File: config.mk
export PLATFORM = sky130hd
export DESIGN_NAME = in3_gate_bist_ctrl
export DESIGN_NICKNAME = d
export VERILOG_FILES = /design/src/rtl/in3_bist_pkg.sv /design/src/rtl/in3_bist_dwell_timer.sv /design/src/rtl/in3_gate_bist_ctrl.sv
export SDC_FILE = /design/constraint.sdc
export NUM_CORES = 1
export LEC_CHECK = 0
export CAP_MARGIN = 40
export CORE_UTILIZATION = 38
export DETAILED_ROUTE_END_ITERATION = 10
export REMOVE_ABC_BUFFERS = 1
export SKIP_CTS_REPAIR_TIMING = 1
export SYNTH_ARGS = -nofsm -noshare
export SYNTH_HDL_FRONTEND = slang
export SYNTH_SLANG_ARGS = --single-unit
File: constraint.sdc
create_clock -name clk -period 2.7 [get_ports clk]
set_input_delay 0.54 -clock clk [delete_from_list [all_inputs] [get_ports clk]]
set_output_delay 0.54 -clock clk [all_outputs]
set_load 0.02 [all_outputs]
File: src/rtl/in3_bist_pkg.sv
// Shared definitions for the 3-input gate BIST controller.
// Holds the state encoding, truth tables for common gates, and vector sizing.
package in3_bist_pkg;

  localparam int unsigned IN3_VEC_W   = 3;
  localparam int unsigned IN3_NUM_VEC = 8;

  // Truth tables: bit i is the expected output for vector i = {a,b,c}
  localparam logic [7:0] IN3_NAND_TT = 8'h7F;
  localparam logic [7:0] IN3_AND_TT  = 8'h80;
  localparam logic [7:0] IN3_NOR_TT  = 8'h01;

  typedef enum logic [1:0] {
    ST_IDLE  = 2'd0,
    ST_APPLY = 2'd1,
    ST_DONE  = 2'd2
  } in3_bist_state_e;

  // Expected gate output for one vector of a truth table
  function automatic logic tt_bit(input logic [7:0] tt, input logic [IN3_VEC_W-1:0] vec);
    return tt[vec];
  endfunction

endpackage

File: src/rtl/in3_bist_dwell_timer.sv
// Reloadable down-counter that times how long each vector is held.
// Ports: clk, rst_n (async active-low), load (reload to DWELL-1),
//        dec (count down one), expired (count is zero).
module in3_bist_dwell_timer #(
  parameter int unsigned DWELL = 4
) (
  input  logic clk,
  input  logic rst_n,
  input  logic load,
  input  logic dec,
  output logic expired
);

  localparam int unsigned CNT_W = $clog2(DWELL + 1);
  localparam logic [CNT_W-1:0] RELOAD = CNT_W'(DWELL - 1);

  logic [CNT_W-1:0] count_q;
  logic [CNT_W-1:0] count_d;

  // Next count: load wins; decrement saturates at zero
  always_comb begin
    count_d = count_q;
    if (load) begin
      count_d = RELOAD;
    end else if (dec && (count_q != '0)) begin
      count_d = count_q - CNT_W'(1);
    end
  end

  always_ff @(posedge clk or negedge rst_n) begin
    if (!rst_n) begin
      count_q <= '0;
    end else begin
      count_q <= count_d;
    end
  end

  assign expired = (count_q == '0);

endmodule

File: src/rtl/in3_gate_bist_ctrl.sv
// BIST sequencer for a 3-input combinational gate: walks vectors 0..7 onto
// a/b/c, holds each DWELL cycles, samples gate_out on the last dwell cycle
// and compares against the EXPECT truth table.
// Ports: clk, rst_n (async active-low), start (level request, seen in IDLE),
//        gate_out (gate under test), a/b/c (vector MSB..LSB), busy, done
//        (one-cycle end pulse), pass (last run result), fail_vec (per-vector
//        mismatch bitmap, only when IN3_BIST_FAILMAP_EN is defined).
// Without IN3_BIST_FAILMAP_EN the error accumulator is one sticky bit.
module in3_gate_bist_ctrl
  import in3_bist_pkg::*;
#(
  parameter int unsigned DWELL  = 4,
  parameter logic [7:0]  EXPECT = IN3_NAND_TT
) (
  input  logic       clk,
  input  logic       rst_n,
  input  logic       start,
  input  logic       gate_out,
  output logic       a,
  output logic       b,
  output logic       c,
  output logic       busy,
  output logic       done,
  output logic       pass
`ifdef IN3_BIST_FAILMAP_EN
  ,
  output logic [7:0] fail_vec
`endif
);

`ifdef IN3_BIST_FAILMAP_EN
  localparam int unsigned ACC_W = IN3_NUM_VEC;
`else
  localparam int unsigned ACC_W = 1;
`endif

  localparam logic [IN3_VEC_W-1:0] VEC_LAST = IN3_VEC_W'(IN3_NUM_VEC - 1);

  in3_bist_state_e state_q, state_d;
  logic [IN3_VEC_W-1:0] vec_q, vec_d;
  logic [IN3_VEC_W-1:0] abc_q, abc_d;
  logic [ACC_W-1:0]     acc_q, acc_d;
  logic                 busy_q, busy_d;
  logic                 done_q, done_d;
  logic                 pass_q, pass_d;
`ifdef IN3_BIST_FAILMAP_EN
  logic [7:0]           fail_vec_q, fail_vec_d;
`endif

  logic timer_load_c;
  logic timer_dec_c;
  logic timer_expired;
  logic mismatch_c;

  in3_bist_dwell_timer #(
    .DWELL (DWELL)
  ) u_dwell_timer (
    .clk     (clk),
    .rst_n   (rst_n),
    .load    (timer_load_c),
    .dec     (timer_dec_c),
    .expired (timer_expired)
  );

  assign mismatch_c = (gate_out != tt_bit(EXPECT, vec_q));

  // Next-state and registered-output computation
  always_comb begin
    state_d      = state_q;
    vec_d        = vec_q;
    abc_d        = abc_q;
    acc_d        = acc_q;
    busy_d       = busy_q;
    done_d       = 1'b0;
    pass_d       = pass_q;
`ifdef IN3_BIST_FAILMAP_EN
    fail_vec_d   = fail_vec_q;
`endif
    timer_load_c = 1'b0;
    timer_dec_c  = 1'b0;

    case (state_q)
      ST_IDLE: begin
        abc_d  = '0;
        busy_d = 1'b0;
        if (start) begin
          state_d      = ST_APPLY;
          vec_d        = '0;
          abc_d        = '0;
          acc_d        = '0;
          busy_d       = 1'b1;
          timer_load_c = 1'b1;
        end
      end

      ST_APPLY: begin
        if (timer_expired) begin
          // Last dwell cycle: gate_out is captured at this closing edge
          if (mismatch_c) begin
`ifdef IN3_BIST_FAILMAP_EN
            acc_d[vec_q] = 1'b1;
`else
            acc_d = 1'b1;
`endif
          end
          if (vec_q == VEC_LAST) begin
            state_d = ST_DONE;
            abc_d   = '0;
            done_d  = 1'b1;
          end else begin
            vec_d        = vec_q + IN3_VEC_W'(1);
            abc_d        = vec_q + IN3_VEC_W'(1);
            timer_load_c = 1'b1;
          end
        end else begin
          timer_dec_c = 1'b1;
        end
      end

      ST_DONE: begin
        state_d = ST_IDLE;
        abc_d   = '0;
        busy_d  = 1'b0;
        pass_d  = (acc_q == '0);
`ifdef IN3_BIST_FAILMAP_EN
        fail_vec_d = acc_q;
`endif
      end

      default: begin
        state_d = ST_IDLE;
        abc_d   = '0;
        busy_d  = 1'b0;
      end
    endcase
  end

  always_ff @(posedge clk or negedge rst_n) begin
    if (!rst_n) begin
      state_q    <= ST_IDLE;
      vec_q      <= '0;
      abc_q      <= '0;
      acc_q      <= '0;
      busy_q     <= 1'b0;
      done_q     <= 1'b0;
      pass_q     <= 1'b0;
`ifdef IN3_BIST_FAILMAP_EN
      fail_vec_q <= '0;
`endif
    end else begin
      state_q    <= state_d;
      vec_q      <= vec_d;
      abc_q      <= abc_d;
      acc_q      <= acc_d;
      busy_q     <= busy_d;
      done_q     <= done_d;
      pass_q     <= pass_d;
`ifdef IN3_BIST_FAILMAP_EN
      fail_vec_q <= fail_vec_d;
`endif
    end
  end

  assign a    = abc_q[2];
  assign b    = abc_q[1];
  assign c    = abc_q[0];
  assign busy = busy_q;
  assign done = done_q;
  assign pass = pass_q;
`ifdef IN3_BIST_FAILMAP_EN
  assign fail_vec = fail_vec_q;
`endif

endmodule

==> impl_results.md <==
* Final Hold Vio Count at 0
* Largest net degree at the start of global routing at 16
* Vias in the first global route at 450
* Synthesized area at 766 µm²
* WP data arrival at 1.25 ns
* Synthesis Warnings at 0
* Synth Area per Inst at 10.5 µm²
* Synth-to-Final Area Change at 15.8%
* Peak Freq at 557 MHz
* Cell Pwr Density at 991 mW/mm²
* Grt ovf at 0
* Final core occ at 49.2%
* I/O pins at 10
* Delay of the slowest cell on the worst path at 0.61 ns
* Place WS at 1.07 ns
* Clk pin slew, worst setup/hold paths at 0.09 ns
* Post-synth top flop: dfrtp_1
* Commonest non-fill, non-tap cell in the layout: dfrtp_1
* CP Cell Sequence: clkdlybuf4s50_1
* HP Class: reg2reg
* Worst EP required at 2.16 ns
* Pleak at 0.427 nW
* Nets at 92
* Rel. slew slack at 54.6%
* H-tree depth at 1
* Placed cell area at 860 µm²
* Layout cells sized above 1 at 12.0%
* Top delay family on crit path: buffers and inverters
* Ant diodes at 0
* Crit end category: output port
* Max-cap violations at 0
* Port buffer count at 9
* Num rows at 15
* Final max-slew violation count at 0
* Critical path class: reg2out
* RSZ-0062 raised after global routing: no
* Largest fanout on the critical path at 2
* Die H at 46.9 µm
* Root Driver: clkbuf_4
* Final setup margin at 0.905 ns
* Number of synthesized flops with an enable pin at 0
* Tcrit/Tclk final at 66.5%
* Final setup viols at 0
* Core area at 0.00180 mm²
* Via Count at 520
* WL/cell at 12.0 µm
* Via/cell ratio at 4.81
* Final setup TNS at 0 ns
* Worst setup SP type: flip-flop
* Worst-Skew Late Latency at 0.29 ns
* WL final at 1.30 mm
* 1st-iter DRT viols at 5
* Tightest Pin Transition at 0.679 ns
* Mapped Cells at 73
* Clk_skew at 0.00687 ns
* Pre-antenna DRT Iters at 3
* Fraction of registers with async set/reset at 100%
* HPWL after DPL at 899 µm
* Clk buf depth at 2
* Final GP Congestion at 0.748
* CTS Buf Count at 3
* Status: completed
* CP max-delay cell: clkdlybuf4s50_1
* Clk sinks at 15
* Die Footprint at 0.00220 mm²
* Die W at 46.9 µm
* Starting Density at 42.5%
* Register area share after synthesis at 49.0%
* WP buf/inv at 1
* Antenna Nets Post-Route at 0
* DRC viols at 0
* #FFs+latches synth at 15
* Minimum clock period at 1.79 ns
* Fin area at 887 µm²
* Initial antenna violation count at 0
* Most frequent cells in the layout: dfrtp_1, nand2_1, clkdlybuf4s50_1
* Maximum VDD drop at 0.507 mV
* Design Power at 0.879 mW
* GRT Resource Usage Total at 14.1%
* Post-synth cell types at 25
* First-pass GRT wire length at 2.08 mm
* CTS tree: built
## layer usage
metal | vias up | track usage (%) | routed length [µm]
met1 | 231 | 19.1 | 668
li1 | 272 | - | -
met5 | - | 0 | 0
met2 | 13 | 18.9 | 519
met3 | 4 | 6.54 | 84
met4 | 0 | 6.86 | 24
## path summary, 6_finish.rpt
path                                                from                  endpoint  slack [ns]  cells past startpoint
worst max-delay path                            abc_q[0]                         c        0.91                      1
worst min-delay path                               acc_q                      pass        0.47                      1
worst max register to register  u_dwell_timer.count_q[0]  u_dwell_timer.count_q[1]        1.07                      6
worst min register to register                     acc_q                      pass        0.47                      1
max in group asynchronous                          rst_n  u_dwell_timer.count_q[2]        1.61                      1
min in group asynchronous                          rst_n                      pass        0.65                      1
## cell usage after synthesis, types with 2 or more instances
master     n  area, µm²
nor2_1     3       11.3
inv_1      6       22.5
ha_1       4       50.1
o21ai_1    3       15.0
nand3b_1   2       15.0
a21oi_1    4       20.0
a22oi_1    2       15.0
and3_1     2       12.5
dfrtp_1   15        375
nand2b_1   3       18.8
nor3b_2    2       25.0
nand2_1   10       37.5
o21ai_0    2       10.0
mux2i_1    3       30.0
buf_6      2       22.5
## flip-flops by register name, summed over array words and instances (netlist names)
name / count
abc_q: 3
u_dwell_timer.count_q: 3
vec_q: 3
state_q: 2
acc_q: 1
busy: 1
done: 1
pass: 1
## stage by stage
step / instances / hold slack [ns]
floorplan: 70 / 0.244
detailed placement: 104 / 0.463
CTS: 108 / 0.477
global route: 108 / 0.515
finish: 108 / 0.471
global placement: 104 / 0.459
## report_power, final
| part | switching (mW) | internal, mW |
|---|---|---|
| sequential | 0.0587 | 0.300 |
| clock | 0.0750 | 0.0551 |
| combinational | 0.199 | 0.191 |
| total | 0.333 | 0.546 |
## logic make-up after synthesis
logic type / Yosys count / synth area share, %
flip-flops: 15 / 49.0
multiplexers: 3 / 3.92
adder cells (fa/ha/maj): 4 / 6.54
XOR/XNOR: 1 / 1.14
AND/OR/NAND/NOR: 25 / 19.0
AO/OA/AOI/OAI: 16 / 13.9
buffers and inverters: 9 / 6.53
## final cells by class
type,count,area [µm²]
repair buffers,9,90.1
multi-input cells,49,340
well taps,25,31.3
fillers,185,915
flip-flops and latches,15,375
clock inverters,1,5.00
clock buffers,3,22.5
inverters,6,22.5
Note: power is estimated with default switching activity, not from simulation.
